[src/rtl/hs_mem_param_if.sv]
// hs_mem_param_if: request/response bundle for the hs_mem_param handshake memory.
//   read, write  : level requests, held by the master until ack
//   addr         : word address (ADDR_W bits)
//   data_i, be   : write data and per-byte write enables
//   data_o       : read data, valid only while ack is high
//   ack, err     : single-cycle completion strobe and its out-of-range qualifier
//   busy         : a transaction is pending inside the slave
// DATA_W and ADDR_W must match the parameters of the attached hs_mem_param.
interface hs_mem_param_if #(
  parameter int DATA_W = 8,
  parameter int ADDR_W = 5
);
  logic                  read;
  logic                  write;
  logic [ADDR_W-1:0]     addr;
  logic [DATA_W-1:0]     data_i;
  logic [DATA_W/8-1:0]   be;
  logic [DATA_W-1:0]     data_o;
  logic                  ack;
  logic                  err;
  logic                  busy;

  modport master (
    output read, write, addr, data_i, be,
    input  data_o, ack, err, busy
  );

  modport slave (
    input  read, write, addr, data_i, be,
    output data_o, ack, err, busy
  );
endinterface

[src/rtl/hs_mem_param.sv]
// hs_mem_param: single-port handshake memory with a fixed response latency,
// byte-enabled writes, out-of-range error response and a busy indication.
// Ports:
//   clk   : clock, rising edge
//   rst_n : asynchronous active-low reset (control and response registers only;
//           the memory array itself is never reset)
//   bus   : hs_mem_param_if slave modport (read/write/addr/data_i/be in,
//           data_o/ack/err/busy out)
// Optional build macro HS_MEM_RAND_LAT_EN: when defined, each accepted request
// waits a random LAT..LAT_MAX cycles (simulation only). Undefined, the wait is
// exactly LAT cycles and the block is fully synthesizable.
module hs_mem_param #(
  parameter int DATA_W  = 8,
  parameter int ADDR_W  = 5,
  parameter int DEPTH   = 32,
  parameter int LAT     = 3,
  parameter int LAT_MAX = 10
) (
  input  logic            clk,
  input  logic            rst_n,
  hs_mem_param_if.slave   bus
);
  localparam int NB    = DATA_W / 8;
  localparam int IDX_W = (DEPTH > 1) ? $clog2(DEPTH) : 1;
  // The counter is sized for the largest latency the block can ever load.
  localparam int CNT_W = (LAT_MAX > 0) ? $clog2(LAT_MAX + 1) : 1;
  localparam logic [ADDR_W:0] DEPTH_L = (ADDR_W + 1)'(DEPTH);

  typedef enum logic [1:0] {IDLE, WAIT, RESP} state_t;

  state_t              state_q, state_d;
  logic [CNT_W-1:0]    cnt_q, cnt_d;
  logic                op_q, op_d;        // 0 = read, 1 = write
  logic [ADDR_W-1:0]   addr_q, addr_d;
  logic [DATA_W-1:0]   data_q, data_d;
  logic [NB-1:0]       be_q, be_d;
  logic [DATA_W-1:0]   rdata_q, rdata_d;
  logic                err_q, err_d;
  logic                mem_we;
  logic                abort;
  logic                in_range;
  logic [IDX_W-1:0]    idx;
  logic [CNT_W-1:0]    lat_load;

  logic [DATA_W-1:0]   mem_q [DEPTH];

`ifdef HS_MEM_RAND_LAT_EN
  // A fresh draw every cycle; whichever value is present at acceptance is used.
  logic [CNT_W-1:0] lat_rand_q;
  always_ff @(posedge clk) begin
    lat_rand_q <= CNT_W'($urandom_range(LAT_MAX, LAT));
  end
  assign lat_load = lat_rand_q;
`else
  assign lat_load = CNT_W'(LAT);
`endif

  assign in_range = ({1'b0, addr_q} < DEPTH_L);
  // Truncation is safe: the index is only used when the address is in range.
  assign idx      = addr_q[IDX_W-1:0];

  // A held request that differs from what was latched cancels the transaction.
  assign abort = op_q ? (!bus.write || (bus.addr != addr_q) ||
                         (bus.data_i != data_q) || (bus.be != be_q))
                      : (!bus.read || (bus.addr != addr_q));

  always_ff @(posedge clk or negedge rst_n) begin
    if (!rst_n) begin
      state_q <= IDLE;
      cnt_q   <= '0;
      op_q    <= 1'b0;
      addr_q  <= '0;
      data_q  <= '0;
      be_q    <= '0;
      rdata_q <= '0;
      err_q   <= 1'b0;
    end else begin
      state_q <= state_d;
      cnt_q   <= cnt_d;
      op_q    <= op_d;
      addr_q  <= addr_d;
      data_q  <= data_d;
      be_q    <= be_d;
      rdata_q <= rdata_d;
      err_q   <= err_d;
    end
  end

  always_comb begin
    state_d = state_q;
    cnt_d   = cnt_q;
    op_d    = op_q;
    addr_d  = addr_q;
    data_d  = data_q;
    be_d    = be_q;
    rdata_d = rdata_q;
    err_d   = err_q;
    mem_we  = 1'b0;
    case (state_q)
      IDLE: begin
        // Simultaneous read and write is not a valid request and is ignored.
        if (bus.read ^ bus.write) begin
          op_d    = bus.write;
          addr_d  = bus.addr;
          data_d  = bus.data_i;
          be_d    = bus.be;
          cnt_d   = lat_load;
          state_d = WAIT;
        end
      end
      WAIT: begin
        if (abort) begin
          state_d = IDLE;
        end else if (cnt_q != '0) begin
          cnt_d = cnt_q - CNT_W'(1);
        end else begin
          state_d = RESP;
          if (!in_range) begin
            err_d   = 1'b1;
            rdata_d = '0;
          end else if (op_q) begin
            mem_we  = 1'b1;
          end else begin
            rdata_d = mem_q[idx];
          end
        end
      end
      RESP: begin
        // Clearing here keeps data_o/err at zero everywhere outside RESP.
        state_d = IDLE;
        err_d   = 1'b0;
        rdata_d = '0;
      end
      default: state_d = IDLE;
    endcase
  end

  always_ff @(posedge clk) begin
    if (mem_we) begin
      for (int i = 0; i < NB; i++) begin
        if (be_q[i]) mem_q[idx][8*i +: 8] <= data_q[8*i +: 8];
      end
    end
  end

  assign bus.ack    = (state_q == RESP);
  assign bus.busy   = (state_q != IDLE);
  assign bus.err    = err_q;
  assign bus.data_o = rdata_q;
endmodule

[src/flat_wrapper.sv]
// flat-port wrapper written by rule: the top's interface ports become plain ports
module hs_mem_param_flat 
#(
  parameter int DATA_W  = 8,
  parameter int ADDR_W  = 5,
  parameter int DEPTH   = 32,
  parameter int LAT     = 3,
  parameter int LAT_MAX = 10
)
  (clk, rst_n, bus_read, bus_write, bus_addr, bus_data_i, bus_be, bus_data_o, bus_ack, bus_err, bus_busy);
  hs_mem_param_if #(.DATA_W(DATA_W), .ADDR_W(ADDR_W)) bus_i ();
  input  logic clk;
  input  logic rst_n;
  input wire logic [$bits(bus_i.read)-1:0] bus_read;
  input wire logic [$bits(bus_i.write)-1:0] bus_write;
  input wire logic [$bits(bus_i.addr)-1:0] bus_addr;
  input wire logic [$bits(bus_i.data_i)-1:0] bus_data_i;
  input wire logic [$bits(bus_i.be)-1:0] bus_be;
  output wire logic [$bits(bus_i.data_o)-1:0] bus_data_o;
  output wire logic [$bits(bus_i.ack)-1:0] bus_ack;
  output wire logic [$bits(bus_i.err)-1:0] bus_err;
  output wire logic [$bits(bus_i.busy)-1:0] bus_busy;
  assign bus_i.read = bus_read;
  assign bus_i.write = bus_write;
  assign bus_i.addr = bus_addr;
  assign bus_i.data_i = bus_data_i;
  assign bus_i.be = bus_be;
  assign bus_data_o = bus_i.data_o;
  assign bus_ack = bus_i.ack;
  assign bus_err = bus_i.err;
  assign bus_busy = bus_i.busy;
  hs_mem_param #(.DATA_W(DATA_W), .ADDR_W(ADDR_W), .DEPTH(DEPTH), .LAT(LAT), .LAT_MAX(LAT_MAX)) u_core (.clk(clk), .rst_n(rst_n), .bus(bus_i));
endmodule
[config.mk]
export PLATFORM = sky130hd
export DESIGN_NAME = hs_mem_param_flat
export DESIGN_NICKNAME = d
export VERILOG_FILES = /design/src/rtl/hs_mem_param_if.sv /design/src/rtl/hs_mem_param.sv /design/src/flat_wrapper.sv
export SDC_FILE = /design/constraint.sdc
export NUM_CORES = 1
export LEC_CHECK = 0
export BUFFER_PORTS_ARGS = -buffer_cell sky130_fd_sc_hd__buf_4
export CAP_MARGIN = 10
export CORE_MARGIN = 1
export CORE_UTILIZATION = 62
export DETAILED_ROUTE_END_ITERATION = 10
export GPL_ROUTABILITY_DRIVEN = 0
export PLACE_DENSITY = 0.79
export SYNTH_ARGS = -nofsm -noshare
export SYNTH_HDL_FRONTEND = slang
export SYNTH_SLANG_ARGS = --single-unit
[constraint.sdc]
create_clock -name clk -period 3.4 [get_ports clk]
set_clock_uncertainty 0.2 [all_clocks]
set_input_delay 0.68 -clock clk [delete_from_list [all_inputs] [get_ports clk]]
set_output_delay 0.68 -clock clk [all_outputs]
set_load 0.05 [all_outputs]
Yosys cells after proc, flatten, opt, wreduce, memory -nomap -nowiden
Memories as Yosys holds them, arrays and structs flattened.
Cells that the tools add are included.
- word-level logic and storage cells: 56
- bits in writable memories: 256
- input port bits: 18
- register bits: 29
- memories: 1
- output and inout bits: 11
- memories (name ; words ; width ; rd ports ; clocked after Yosys merged registers in ; wr ports ; RTL line ; source):
    u_core.mem_q ; 32 ; 8 ; 1 ; 0 ; 1 ; hs_mem_param.sv:45 ; logic [DATA_W-1:0] mem_q [DEPTH];
- bitwise gates (word level): 1
- equal/unequal tests: 11
- reduce and logical (&&, ||, !) cells: 15
- multiplexer cells: 20
- add/subtract/negate cells: 1
- operators by type and width (kind ; count):
    $mux 8 ; 3
    $pmux 8 s2 ; 1
    $mux 4 ; 3
    $mux 1 ; 8
    $ne 8x8->1 ; 1
    $pmux 4 s2 ; 1
    $reduce_and 4->1 ; 2
    $mux 2 ; 3
    $ne 2x2->1 const B ; 3
    $reduce_bool 2->1 ; 3
    $ne 5x5->1 ; 1
    $logic_or 1x1->1 ; 4
    $ne 2x1->1 const B ; 2
    $pmux 2 s2 ; 1
    $reduce_and 2->1 ; 2
    $reduce_bool 4->1 ; 1
    $sub 4x1->4 const B ; 1
    $ne 3x2->1 const B ; 1
    $eq 2x1->1 const B ; 1
    $eq 2x2->1 const B ; 1
    $logic_not 1->1 ; 2
    $logic_not 2->1 ; 1
    $ne 1x1->1 ; 1
    $xor 1x1->1 ; 1

Logic depth before layout (Yosys ltp)
Gate-level depths: netlist of the first run.
- depth in word-level cells: 9
- gate-level depth with buffers: 8
- mapped depth without buffers: 7

Least setup slack after synthesis of the first run
No wires, ideal clock.
- path kind: reg2reg
- start point: register u_core.data_q[1]
- end point: memory u_core.mem_q[26][0] (enable)
- period minus slack after synthesis: 2841 ps
- buffers on the path: 0
- path slack: 559 ps
- setup time: 383 ps
- cell stages (with the launch flop): 6
- arrival time: 2258 ps
- cell sequence: dfrtp_1 xnor2_1 nand4_1 nor3_2 nand4b_1 nor3_1
- cells in the longest elaborated chain, start to end: 8
- ends and longest elaborated chain (what ; RTL line ; source):
    start: declaration ; hs_mem_param.sv:35 ; logic [DATA_W-1:0] data_q, data_d;
    start signal: assignment ; hs_mem_param.sv:82 ; data_q <= data_d;
    $ne 8x8->1 ; hs_mem_param.sv:64 ; (bus.data_i != data_q) || (bus.be != be_q))
    $logic_or 1x1->1 ; hs_mem_param.sv:63 ; assign abort = op_q ? (!bus.write || (bus.addr != addr_q) ||
    $logic_or 1x1->1 ; hs_mem_param.sv:64 ;
    $mux 1 ; hs_mem_param.sv:63 ;
    $mux 1 ; hs_mem_param.sv:112 ; if (abort) begin
    $mux 1 ; hs_mem_param.sv:99 ; case (state_q)
    $mux 1 ; hs_mem_param.sv:139 ; if (mem_we) begin
    $mux 1 (not written as such) ; hs_mem_param.sv:141 ; if (be_q[i]) mem_q[idx][8*i +: 8] <= data_q[8*i +: 8];
    end: declaration ; hs_mem_param.sv:45 ;
Every way passes these cells.

Final worst setup path of the first run
- start point: register u_core.cnt_q[0]
- end point: memory u_core.mem_q[2][7] (enable)
- cells in the longest elaborated chain, start to end: 6
- ends and longest elaborated chain (what ; RTL line ; source):
    start: declaration ; hs_mem_param.sv:32 ; logic [CNT_W-1:0] cnt_q, cnt_d;
    start signal: assignment ; hs_mem_param.sv:79 ; cnt_q <= cnt_d;
    $reduce_bool 4->1 ; hs_mem_param.sv:114 ; end else if (cnt_q != '0) begin
    $mux 1 ; hs_mem_param.sv:114 ;
    $mux 1 ; hs_mem_param.sv:112 ;
    $mux 1 ; hs_mem_param.sv:99 ;
    $mux 1 ; hs_mem_param.sv:139 ;
    $mux 1 (not written as such) ; hs_mem_param.sv:141 ;
Every way passes these cells.

==> flow_metrics.tcl, run 1 <==
set metrics [dict create \
    final.min_clock_period_ps 2930 \
    setup_viol 0 \
    dp_cells 965 \
    endpoint_kind "flip-flop" \
    clock.fmax_mhz 342 \
    cpMostUsedCell "and3_1" \
    synth_cell_type_count 47 \
    status "complete, but fails checks" \
    wirelength_mm 24.0 \
    dp_hpwl_mm 14.9 \
    dieArea_um2 19300 \
    synth-seq-cells 285 \
    r2r_end "u_core.mem_q[2][7]$_DFFE_PP_" \
    crit_type "reg -> reg" \
    yosys_most_used_dff "edfxtp_1" \
    vias_per_cell 6.30 \
    area_delta_synth_final_pct 12.9 \
    ys_top_cells_by_area "edfxtp_1, mux2i_1, dfrtp_1" \
    syn_inst 703 \
    critPathRequiredTime_ps 3440 \
    start_kind "flip-flop" \
    hold_slack_ps 173 \
    row_count 49 \
    cts_sinks 285 \
    hold_viol 0 \
    cts_setup_buffers 0 \
    antenna_left 0 \
    min_from "bus_read" \
    min_period_over_period_pct 86.1 \
    fin_cells 1015 \
    antenna_found_initial 0 \
    vdd_drop_max_uv 688 \
    yosysSeqAreaShare_pct 72.5 \
    maxCapViolCount 0 \
    vias 6396 \
    hold_class "in -> reg" \
    cts_tree "done" \
    die_w_um 139 \
    cp_top_family "simple AND/OR/NAND/NOR gates" \
    drive_above_1_share_pct 17.4 \
    max_slew.worst_pin.slew_ps 1060 \
    grt_pass1_vias 6669 \
    cp.arrival_ps 2970 \
    clock_path_buffers 3 \
    synth_edf_count 256 \
    pre_cts_ws_ps 464 \
    cp_cell_sequence "inv_1 -> ha_1 -> nor3b_1 -> and3_1 -> and3_1 -> nand4b_1 -> nor2_1 -> buf_4" \
    hold_buffers 1 \
    slowest_stage "dfrtp_1" \
    cts-root-buf "clkbuf_16" \
    layout_common_cells "edfxtp_1, mux2i_1, buf_4" \
    syn-num-nets 723 \
    post_cts_resized 0 \
    yosys.area.top_type "edfxtp_1" \
    rrSetupSlack_ps 470 \
    fillers 1106 \
    grt_start_max_net_pins 133 \
    rsz0062_at_grt "false" \
    p_leak_uw 0.00469 \
    layout.nets 787 \
    whs_endpoint "u_core.op_q$_DFFE_PN0P_" \
    io_buffers 27 \
    synth-async-reset-ratio_pct 10.2 \
    core_um2 18100 \
    max-slew-margin-rel_pct 29.0 \
    start_util_pct 64.0 \
    tns_ps 0 \
    crit_cells 8 \
    path_clk_slew_ps 60 \
    fin_ws_ps 474 \
    final_common_cell "edfxtp_1" \
    insertion_delay_ps 540 \
    h-tree-depth 1 \
    whs_path_depth 2 \
    drt_first_iter_violations 685 \
    p_per_area_nw_per_um2 645 \
    ff2ff_path_depth 8 \
    syn-mean-instance-area_um2 16.5 \
    cpPeakStageDelay_ps 410 \
    syn_area_um2 11600 \
    die_y_um 139 \
    insertedDiodeCount 0 \
    finalMaxSlewViolations 0 \
    r2r-start "u_core.cnt_q[0]$_DFFE_PN0P_" \
    ioPinCount 29 \
    track_usage_pct 25.6 \
    path_buf_inv 2 \
    drc 2 \
    grt_pass1_wl_mm 37.3 \
    violations "DRC" \
    post-route-util_pct 72.2 \
    cts_buffers 28 \
    overflow 0 \
    avgRoutedWirePerCell_um 23.6 \
    firstDrtPassIters 8 \
    crit_fanout 8 \
    synth_top_area_share_pct 66.2 \
    synth_warnings 0 \
]
per-stage QoR:
step	total power, µW	area, µm²
floorplan	5230	11600
global placement	5610	12300
detailed placement	5670	12300
CTS	8470	13100
global route	8710	13100
finish	8450	13100
cell usage after synthesis (2+ instances only):
| cell type | instances |
|---|---|
| nor2_1 | 64 |
| o22ai_1 | 63 |
| and3_1 | 2 |
| nand4b_1 | 6 |
| xor2_1 | 6 |
| nand2_1 | 7 |
| or4b_1 | 3 |
| xnor2_1 | 9 |
| or4_1 | 3 |
| inv_1 | 4 |
| nand3b_1 | 2 |
| nand2b_1 | 4 |
| nand4bb_1 | 6 |
| nor3_1 | 6 |
| dfrtp_1 | 29 |
| nand3_1 | 2 |
| o311ai_1 | 2 |
| clkbuf_1 | 9 |
| nand4_1 | 4 |
| edfxtp_1 | 256 |
| a21oi_1 | 3 |
| or3b_2 | 2 |
| buf_2 | 27 |
| ha_1 | 2 |
| nor2b_1 | 2 |
| a41oi_2 | 8 |
| o21ai_0 | 3 |
| mux2i_1 | 129 |
| mux2_2 | 14 |
| mux2_1 | 8 |
| buf_6 | 2 |
power breakdown:
part | internal, µW | switching [µW]
clock network | 1620 | 1210
registers | 4080 | 40.1
logic | 549 | 957
state kept, by name (all words and copies together) (netlist names):
signal and flops:
u_core.mem_q 256, u_core.state_q 2, u_core.cnt_q 4, u_core.data_q 8
u_core.addr_q 5, u_core.bus.data_o 8, u_core.be_q 1, u_core.op_q 1
layer usage:
layer	routed length [µm]	track usage, %	up-vias
li1	-	-	2884
met1	10100	34.9	3207
met2	11600	42.0	247
met3	1490	4.45	58
met4	784	9.42	0
met5	0	0	-
area by class of cell:
type / instances / area (µm²) / area share [%]
Clock buffer: 37 / 756 / 5.77
Clock inverter: 12 / 78.8 / 0.602
Inverter: 4 / 15.0 / 0.115
Multi-Input combinational cell: 374 / 2980 / 22.7
Sequential cell: 285 / 8420 / 64.2
Tap cell: 229 / 287 / 2.19
Timing Repair Buffer: 74 / 571 / 4.35
how the worst max path moves through the flow:
stage                                      start                             to  slack (ps)
floorplan           u_core.data_q[1]$_DFFE_PN0P_  u_core.mem_q[26][0]$_DFFE_PP_         560
global placement                     bus_addr[4]   u_core.mem_q[2][6]$_DFFE_PP_         570
detailed placement                   bus_addr[4]  u_core.mem_q[27][3]$_DFFE_PP_         460
CTS                  u_core.cnt_q[0]$_DFFE_PN0P_  u_core.mem_q[27][6]$_DFFE_PP_         520
global route         u_core.cnt_q[0]$_DFFE_PN0P_  u_core.mem_q[26][1]$_DFFE_PP_         330
finish               u_core.cnt_q[0]$_DFFE_PN0P_   u_core.mem_q[2][7]$_DFFE_PP_         470
logic make-up (layout without fill, tap and decap cells):
kind of cell,Yosys count,count (layout),synth area share [%]
compound gates,86,86,5.50
xor+xnor,15,15,1.13
fa+ha+maj,2,2,0.216
buf+inv,44,127,1.88
flops,285,285,72.5
mux,151,151,13.3
other cells,1,1,0.0323
simple gates,119,119,5.53
No activity file was read; power rests on OpenSTA's default activity.
==> inputs of run 2 (changes only) <==
PLACE_DENSITY = 0.9   (was 0.79)
RECOVER_POWER = 50   (was not set)
==> flow_metrics.tcl, run 2 (synthesized netlist as in run 1, its figures left out) <==
set metrics [dict create \
    final.min_clock_period_ps 3420 \
    rsz0062_at_grt "false" \
    violations "DRC, capacitance limit, slew limit, setup timing" \
    layout_common_cells "edfxtp_1, mux2i_1, nor2_1" \
    crit_cells 6 \
    max-slew-margin-rel_pct -21.3 \
    vias_per_cell 6.69 \
    min_period_over_period_pct 101 \
    overflow 0 \
    path_buf_inv 1 \
    ff2ff_path_depth 6 \
    dp_hpwl_mm 14.8 \
    drt_first_iter_violations 739 \
    setup_viol 8 \
    finalMaxSlewViolations 302 \
    r2r-start "u_core.addr_q[0]$_DFFE_PN0P_" \
    largest_register "u_core.mem_q" \
    start_util_pct 64.0 \
    largest_reg_flops 256 \
    antenna_found_initial 0 \
    fin_ws_ps -23.9 \
    max_slew.worst_pin.slew_ps 1820 \
    antenna_left 0 \
    maxCapViolCount 9 \
    cts_sinks 285 \
    insertedDiodeCount 0 \
    p_per_area_nw_per_um2 653 \
    dp_cells 964 \
    p_leak_uw 0.00466 \
    cts_buffers 28 \
    final_common_cell "edfxtp_1" \
    wirelength_mm 25.2 \
    io_buffers 27 \
    core_um2 18100 \
    path_clk_slew_ps 70 \
    hold_class "in -> reg" \
    cp-endpoint "u_core.mem_q[26][3]$_DFFE_PP_" \
    cpPeakStageDelay_ps 920 \
    status "complete, but fails checks" \
    cts-root-buf "clkbuf_16" \
    vdd_drop_max_uv 586 \
    die_y_um 139 \
    grt_pass1_vias 6919 \
    start_kind "flip-flop" \
    crit_type "reg -> reg" \
    cp_cell_sequence "xor2_1 -> nor2_1 -> and3_1 -> nand4b_1 -> nor3_1 -> buf_4" \
    layout.nets 786 \
    r2r_end "u_core.mem_q[26][3]$_DFFE_PP_" \
    cts_tree "done" \
    cp_top_family "simple AND/OR/NAND/NOR gates" \
    dieArea_um2 19300 \
    crit_fanout 22 \
    tns_ps -169 \
    drive_above_1_share_pct 16.8 \
    hold_viol 0 \
    ioPinCount 29 \
    post-route-util_pct 72.2 \
    endpoint_kind "flip-flop" \
    avgRoutedWirePerCell_um 24.7 \
    cp.arrival_ps 3460 \
    fin_cells 1017 \
    vias 6799 \
    row_count 49 \
    rrSetupSlack_ps -20 \
    insertion_delay_ps 530 \
    grt_pass1_wl_mm 38.5 \
    drc 4 \
    firstDrtPassIters 8 \
    critPathRequiredTime_ps 3440 \
    die_w_um 139 \
    hold_slack_ps 192 \
    clock_path_buffers 3 \
    area_delta_synth_final_pct 12.8 \
    track_usage_pct 26.5 \
    crit_start "u_core.addr_q[0]$_DFFE_PN0P_" \
    grt_start_max_net_pins 134 \
    clock.fmax_mhz 292 \
    h-tree-depth 1 \
    slowest_stage "dfrtp_1" \
    post_cts_resized 0 \
]
## run 2: cell types whose count changed in the layout (fill, tap and decap cells not counted)
cell / previous run / this run
buf_4: 72 / 62
clkbuf_1: 8 / 16
clkinv_1: 5 / 4
clkinv_4: 0 / 1
clkinvlp_4: 0 / 3
inv_6: 0 / 1
## run 2: layout make-up
class                   count  area (µm²)
clock inverters            16         115
clock buffers              36         752
repair buffers             73         529
fillers                  1050        5050
multi-input cells         374        2980
inverters                   4        15.0
well taps                 229         287
flip-flops and latches    285        8420
## run 2: worst register-to-register path, cell delays in order (launching register included)
cell      delay [ps]
dfrtp_1          920
xor2_1           180
nor2_1           230
and3_1           290
nand4b_1         580
nor3_1           480
buf_4            240
## run 2: where the power goes
| group | internal, µW | switching, µW | leakage, µW |
|---|---|---|---|
| clock network | 1640 | 1260 | 0.000419 |
| registers | 4100 | 64.6 | 0.00266 |
| logic | 527 | 965 | 0.00158 |
| total | 6260 | 2290 | 0.00466 |
## run 2: timing repair
item	4_1_cts	5_1_grt
setup endpoints to repair	0	0
buffers inserted	0	0
hold buffers	1	0
hold endpoints to repair	29	0
## run 2: stage by stage
stage	setup slack [ps]	power, µW	area, µm²
2_1_floorplan	559	5230	11600
3_3_place_gp	424	5590	12300
3_5_place_dp	177	5670	12300
4_1_cts	111	8540	13100
5_1_grt	3.34	8760	13100
6_report	-23.9	8550	13100
## run 2: per-layer routing
| metal | vias to the layer above | track usage (%) | wire, µm |
|---|---|---|---|
| met5 | - | 0 | 0 |
| met4 | 0 | 10.4 | 850 |
| met3 | 82 | 3.52 | 2060 |
| met2 | 387 | 45.2 | 12700 |
| met1 | 3436 | 34.8 | 9600 |
| li1 | 2894 | - | - |
## run 2: worst min path at each step
stage                                      startpoint                      endpoint  cells past startpoint
after CTS                                 bus_addr[3]  u_core.addr_q[3]$_DFFE_PN0P_                      2
final                                     bus_addr[3]  u_core.addr_q[3]$_DFFE_PN0P_                      2
after detailed placement  u_core.cnt_q[0]$_DFFE_PN0P_   u_core.cnt_q[0]$_DFFE_PN0P_                      1
after global placement    u_core.cnt_q[0]$_DFFE_PN0P_   u_core.cnt_q[0]$_DFFE_PN0P_                      1
after global routing                         bus_read       u_core.op_q$_DFFE_PN0P_                      2
after floorplan                                 rst_n  u_core.addr_q[0]$_DFFE_PN0P_                      0
